[src/rtl/conv_pkg.sv]
// conv_pkg: shared constants and types for the conv datapath.
// Operand width, feeder FSM encoding and drain length.
package conv_pkg;

  localparam int DW = 8;

  typedef enum logic [1:0] {
    IDLE,
    FEED,
    DRAIN
  } feed_st_t;

  function automatic int drain_len(input int n);
    return 2 * n - 1;
  endfunction

endpackage

[src/rtl/conv_feeder_if.sv]
// conv_feeder_if: K-step stream into the feeder.
// One beat = N row weights plus N column features.
interface conv_feeder_if #(
  parameter int N  = 4,
  parameter int DW = 8
);

  logic            s_valid;
  logic            s_ready;
  logic            s_last;
  logic [N*DW-1:0] s_weight;
  logic [N*DW-1:0] s_feature;

  modport master (
    output s_valid,
    output s_last,
    output s_weight,
    output s_feature,
    input  s_ready
  );

  modport slave (
    input  s_valid,
    input  s_last,
    input  s_weight,
    input  s_feature,
    output s_ready
  );

endinterface

[src/rtl/conv_feeder_skew_line.sv]
// skew_line: DEPTH-stage shift register, async clear.
// DEPTH 0 collapses to a plain wire.
module skew_line #(
  parameter int DEPTH = 1,
  parameter int W     = 8
) (
  input  logic         clk,
  input  logic         rstn,
  input  logic [W-1:0] d,
  output logic [W-1:0] q
);

  if (DEPTH == 0) begin : g_wire
    logic unused_clk;
    assign unused_clk = clk ^ rstn;
    assign q = d;
  end else begin : g_sr
    logic [W-1:0] sr [DEPTH];

    always_ff @(posedge clk or negedge rstn) begin
      if (!rstn) begin
        for (int k = 0; k < DEPTH; k++)
          sr[k] <= '0;
      end else begin
        sr[0] <= d;
        for (int k = 1; k < DEPTH; k++)
          sr[k] <= sr[k-1];
      end
    end

    assign q = sr[DEPTH-1];
  end

endmodule

[src/rtl/conv_feeder.sv]
// conv_feeder: skews K-steps into the PE array edges,
// drives the clear wavefront and drains between tiles.
module conv_feeder #(
  parameter int N  = 4,
  parameter int DW = conv_pkg::DW
) (
  input  logic            clk,
  input  logic            rstn,
  conv_feeder_if.slave    s,
  output logic [N*DW-1:0] a_weight,
  output logic [N*DW-1:0] a_feature,
  output logic [N-1:0]    a_clr,
  output logic            tile_done,
  output logic            busy
);

  import conv_pkg::*;

  localparam int DRAIN_LEN = drain_len(N);
  localparam int CW = $clog2(DRAIN_LEN + 1);

  feed_st_t        state;
  logic [CW-1:0]   cnt;
  logic            accept;
  logic            first_beat;
  logic [N*DW-1:0] r_w;
  logic [N*DW-1:0] r_f;
  logic            r_c;

  assign s.s_ready  = (state != DRAIN);
  assign busy       = (state != IDLE);
  assign accept     = s.s_valid && s.s_ready;
  assign first_beat = (state == IDLE);

  // Non-accept cycles load zeros, so the array sees bubbles.
  always_ff @(posedge clk or negedge rstn) begin
    if (!rstn) begin
      state     <= IDLE;
      cnt       <= '0;
      tile_done <= 1'b0;
      r_w       <= '0;
      r_f       <= '0;
      r_c       <= 1'b0;
    end else begin
      tile_done <= 1'b0;
      r_w       <= accept ? s.s_weight : '0;
      r_f       <= accept ? s.s_feature : '0;
      r_c       <= accept && first_beat;
      unique case (state)
        IDLE, FEED: begin
          if (accept) begin
            if (s.s_last) begin
              state <= DRAIN;
              cnt   <= CW'(DRAIN_LEN);
            end else begin
              state <= FEED;
            end
          end
        end
        DRAIN: begin
          if (cnt == CW'(1)) begin
            state     <= IDLE;
            cnt       <= '0;
            tile_done <= 1'b1;
          end else begin
            cnt <= cnt - CW'(1);
          end
        end
        default: state <= IDLE;
      endcase
    end
  end

  for (genvar i = 0; i < N; i++) begin : g_lane
    logic [DW:0]   wq;
    logic [DW-1:0] fq;

    skew_line #(.DEPTH(i), .W(DW + 1)) u_w (
      .clk  (clk),
      .rstn (rstn),
      .d    ({r_c, r_w[i*DW +: DW]}),
      .q    (wq)
    );

    skew_line #(.DEPTH(i), .W(DW)) u_f (
      .clk  (clk),
      .rstn (rstn),
      .d    (r_f[i*DW +: DW]),
      .q    (fq)
    );

    assign a_clr[i]              = wq[DW];
    assign a_weight[i*DW +: DW]  = wq[DW-1:0];
    assign a_feature[i*DW +: DW] = fq;
  end

endmodule

[src/flat_wrapper.sv]
// flat-port wrapper written by rule: the top's interface ports become plain ports
module conv_feeder_flat import conv_pkg::*;
#(
  parameter int N  = 4,
  parameter int DW = conv_pkg::DW
)
  (clk, rstn, a_weight, a_feature, a_clr, tile_done, busy, s_s_valid, s_s_last, s_s_weight, s_s_feature, s_s_ready);
  conv_feeder_if #(.N(N), .DW(DW)) s_i ();
  input  logic clk;
  input  logic rstn;
  output logic [N*DW-1:0] a_weight;
  output logic [N*DW-1:0] a_feature;
  output logic [N-1:0] a_clr;
  output logic tile_done;
  output logic busy;
  input wire logic [$bits(s_i.s_valid)-1:0] s_s_valid;
  input wire logic [$bits(s_i.s_last)-1:0] s_s_last;
  input wire logic [$bits(s_i.s_weight)-1:0] s_s_weight;
  input wire logic [$bits(s_i.s_feature)-1:0] s_s_feature;
  output wire logic [$bits(s_i.s_ready)-1:0] s_s_ready;
  assign s_i.s_valid = s_s_valid;
  assign s_i.s_last = s_s_last;
  assign s_i.s_weight = s_s_weight;
  assign s_i.s_feature = s_s_feature;
  assign s_s_ready = s_i.s_ready;
  conv_feeder #(.N(N), .DW(DW)) u_core (.clk(clk), .rstn(rstn), .s(s_i), .a_weight(a_weight), .a_feature(a_feature), .a_clr(a_clr), .tile_done(tile_done), .busy(busy));
endmodule
[config.mk]
export PLATFORM = sky130hd
export DESIGN_NAME = conv_feeder_flat
export DESIGN_NICKNAME = d
export VERILOG_FILES = /design/src/rtl/conv_pkg.sv /design/src/rtl/conv_feeder_if.sv /design/src/rtl/conv_feeder_skew_line.sv /design/src/rtl/conv_feeder.sv /design/src/flat_wrapper.sv
export SDC_FILE = /design/constraint.sdc
export NUM_CORES = 1
export LEC_CHECK = 0
export CAP_MARGIN = 40
export CORE_MARGIN = 1.5
export CORE_UTILIZATION = 50
export CTS_BUF_LIST = sky130_fd_sc_hd__clkbuf_8
export CTS_CLUSTER_DIAMETER = 60
export DETAILED_ROUTE_END_ITERATION = 16
export GPL_TIMING_DRIVEN = 0
export PLACE_DENSITY = 0.82
export REMOVE_ABC_BUFFERS = 1
export SLEW_MARGIN = 25
export SYNTH_ARGS = -nofsm -noshare
export SYNTH_HDL_FRONTEND = slang
export SYNTH_SLANG_ARGS = --single-unit
[constraint.sdc]
create_clock -name clk -period 1.6 [get_ports clk]
set_input_delay 0.24 -clock clk [delete_from_list [all_inputs] [get_ports clk]]
set_output_delay 0.24 -clock clk [all_outputs]
set_load 0.02 [all_outputs]
==> run metrics <==
run status completed; relative area change from synthesis to final layout 31.79%; count of input and output buffers around 140; DRC errors left 0; maximum root-to-sink buffer count 2; CP peak stage delay between 400 and 500 ps; count of mapped cells out of synthesis 311; synthesized-area fraction occupied by xor and xnor cells 0%; area after detailed placement ~6400 µm²; worst voltage drop across the vdd grid 717.4 µV; end-of-flow core utilization between 60% and 70%; Final Max Slew Viols 0; required time reported for the critical path endpoint roughly 1400 ps; fin nets between 400 and 500; Wirelength per Cell 15.73 µm; Post-Synth Simple-Gate Area 9.137%; overall die width around 110 µm; total die area 11,030 µm²; largest family of logic cells by synthesized area simple AND/OR/NAND/NOR gates; std cell rows 37; initial antenna violation count 0; routed via count roughly 2.7k; clock tree from TritonCTS yes; number of antenna repair diodes 0; post-synthesis share of cell area spent on full adders, half adders and majority gates less than 1%; Final Hold Violating Endpoints 0; Multi-input gate area about 600 µm²; compound-gate portion of the synthesized area less than 1%; type of the most critical hold path input pin to register; effective utilization at floorplan between 50% and 60%; number of optimization iterations in the first detailed-route pass 4; setup repair after global routing missed its margin false; share of cells above drive strength 1 11.56%; CTS Sinks between 150 and 200; average via count per standard cell about 4.6; Max Freq 0.6528 GHz; overall global routing resource usage approximately 18%; final total power just over 10 mW; Ys Warns 0; global-route wire length before repair 14,400 µm; cell area after layout 6858 µm²; share of the cycle needed by the critical path after routing between 90% and 100%; fin cells between 500 and 600; Clk pin slew, worst setup/hold paths 80 ps; half-perimeter wire length after placement around 5400 µm; sequential share of the synthesized area between 80% and 90%; cell taking the most area after synthesis sky130_fd_sc_hd__dfrtp_1; routability congestion estimate from global placement about 0.65; max-cap check violation count 0; distinct cell type count after synthesis 22; startpoint type of the worst setup path register; maximum number of pins on one net before global-route repair 96; post-layout minimum cycle time 1532 ps; Setup-failing EPs final 0; largest cells by area after synthesis sky130_fd_sc_hd__dfrtp_1 82%, sky130_fd_sc_hd__and3_1 7.7%, sky130_fd_sc_hd__buf_4 5.2%, sky130_fd_sc_hd__buf_8 0.58%, sky130_fd_sc_hd__nand2b_4 0.53%; fillers 760; Clock Skew around 9.6 ps; Placed Instances roughly 540; post-detailed-routing wire length roughly 9100 µm; CTS Root Cell sky130_fd_sc_hd__clkbuf_8; chain of cells forming the critical path or2_2 -> buf_6; boundary pin count around 140; number of CTS-inserted buffers 17; height of the chip about 110 µm; relative slew slack between 60% and 70%; area of all sequential standard cells 4257 µm²; actual transition at the worst max-transition pin between 500 and 600 ps; worst path arrival time between 1000 and 1500 ps; core area between 10,000 and 15,000 µm²; fraction of post-synthesis cell area in the top cell type by area between 80 and 90%; number of global-route vias before repair ~2.9k; Hold Slack approximately 230 ps; crit end category output port; initial DRC count 95; register bit total from synthesis 170; crit path max fanout 2; later-pin clock latency in the skew report roughly 430 ps; commonest non-fill, non-tap cells in the layout 168 x sky130_fd_sc_hd__dfrtp_1, 69 x sky130_fd_sc_hd__dlygate4sd2_1, 65 x sky130_fd_sc_hd__clkdlybuf4s50_1, 64 x sky130_fd_sc_hd__and3_1, 21 x sky130_fd_sc_hd__clkbuf_8; most frequent standard cell in the layout excluding fill and tap cells sky130_fd_sc_hd__dfrtp_1; cell with the biggest individual delay on the critical path sky130_fd_sc_hd__dfrtp_2; Critical Setup Path Class register to output port; total power divided by cell area roughly 1500 nW/µm²; Pleak between 3 and 4 nW; DRT antenna net count 0; average cell area after synthesis 16.73 µm²; mux cell area share after synthesis less than 1%; grt total ovfl 0; post-synth design cell area 5204 µm²; number of levels the H-tree was split into 4
==> path summary, 6_finish.rpt <==
check | start | depth (start not counted) | to | slack (ps)
worst max-delay path | u_core.state[0]$_DFFE_PN0P_ | 2 | busy | 70
worst min-delay path | s_s_valid | 3 | u_core.r_c$_DFF_PN0_ | 230
worst max register to register | u_core.state[0]$_DFFE_PN0P_ | 4 | u_core.r_f[16]$_DFF_PN0_ | 120
worst min register to register | u_core.r_w[25]$_DFF_PN0_ | 0 | u_core.g_lane[3].u_w.g_sr.sr[19]$_DFF_PN0_ | 340
max in group asynchronous | rstn | 3 | u_core.state[1]$_DFFE_PN0P_ | 390
min in group asynchronous | rstn | 2 | u_core.g_lane[3].u_f.q[1]$_DFF_PN0_ | 370
==> worst max-delay path: cells and delay by family (launching register included) <==
kind                   cells  cell delay [ps]
and+or+nand+nor            1              320
DFF                        1              410
buffers and inverters      1              140
==> cells by family after synthesis <==
logic type               Yosys count
AO/OA/AOI/OAI                      7
adder cells (fa/ha/maj)            2
buffers and inverters             55
flip-flops                       170
multiplexers                       1
AND/OR/NAND/NOR                   76
==> cell type report <==
cell class / instances / share of cell area, %
Tap cell: 136 / 2.481
Multi-Input combinational cell: 88 / 8.520
Clock buffer: 21 / 4.215
Timing Repair Buffer: 147 / 20.43
Clock inverter: 11 / 2.062
Sequential cell: 170 / 62.07
Inverter: 4 / 0.2189
==> Yosys cell counts <==
cell and count:
sky130_fd_sc_hd__o221ai_2 1, sky130_fd_sc_hd__and3_1 64, sky130_fd_sc_hd__mux2_2 1, sky130_fd_sc_hd__o211ai_1 1
sky130_fd_sc_hd__buf_2 2, sky130_fd_sc_hd__nor2_1 5, sky130_fd_sc_hd__inv_1 4, sky130_fd_sc_hd__nand2b_1 1
sky130_fd_sc_hd__a22oi_1 1, sky130_fd_sc_hd__nand2_1 2, sky130_fd_sc_hd__dfrtp_1 170, sky130_fd_sc_hd__nand2b_4 2
sky130_fd_sc_hd__a21oi_1 1, sky130_fd_sc_hd__nand4b_1 1, sky130_fd_sc_hd__buf_4 36, sky130_fd_sc_hd__clkbuf_2 5
sky130_fd_sc_hd__or2_2 1, sky130_fd_sc_hd__buf_6 2, sky130_fd_sc_hd__ha_1 2, sky130_fd_sc_hd__o21ai_0 3
sky130_fd_sc_hd__buf_8 2, sky130_fd_sc_hd__clkbuf_1 4
==> metrics by stage <==
stage,worst slack (ps),setup TNS (ps)
floorplan,369.9,0
CTS,29.03,0
finish,68.12,0
global placement,-5940,-1061400
detailed placement,-346.9,-346.9
global route,12.91,0
==> layer usage <==
metal / vias to the layer above / global-route usage (%) / wire, µm
met1: 1360 / 20.51 / 3626
met3: 17 / 6.862 / 553
met4: 0 / 7.534 / 157
met5: - / 0 / 0
li1: 1208 / - / -
met2: 95 / 30.25 / 4740
==> what timing repair did <==
action                                  in CTS  in global routing
hold endpoints to repair                    75                  0
cloned                                       2                  0
setup buffers                                6                  0
resized for setup                           80                  2
hold buffers                                 1                  0
endpoints found under the setup margin      71                  1
==> power by group <==
part / switching, mW / internal, mW / leakage, nW
clock: 1.41 / 1.71 / 0.225
sequential: 0.217 / 4.99 / 2.23
combinational: 1.15 / 0.822 / 1.27
==> flip-flops by register name, summed over array words and instances, names as in the netlist <==
signal / count
u_core.cnt: 3
u_core.g_lane.u_w.q: 27
u_core.r_w: 32
u_core.r_c: 1
u_core.g_lane.u_f.g_sr.sr: 24
u_core.g_lane.u_f.q: 24
u_core.state: 2
u_core.g_lane.u_w.g_sr.sr: 24
u_core.r_f: 32
u_core.tile_done: 1
No activity file was read; power rests on OpenSTA's default activity.
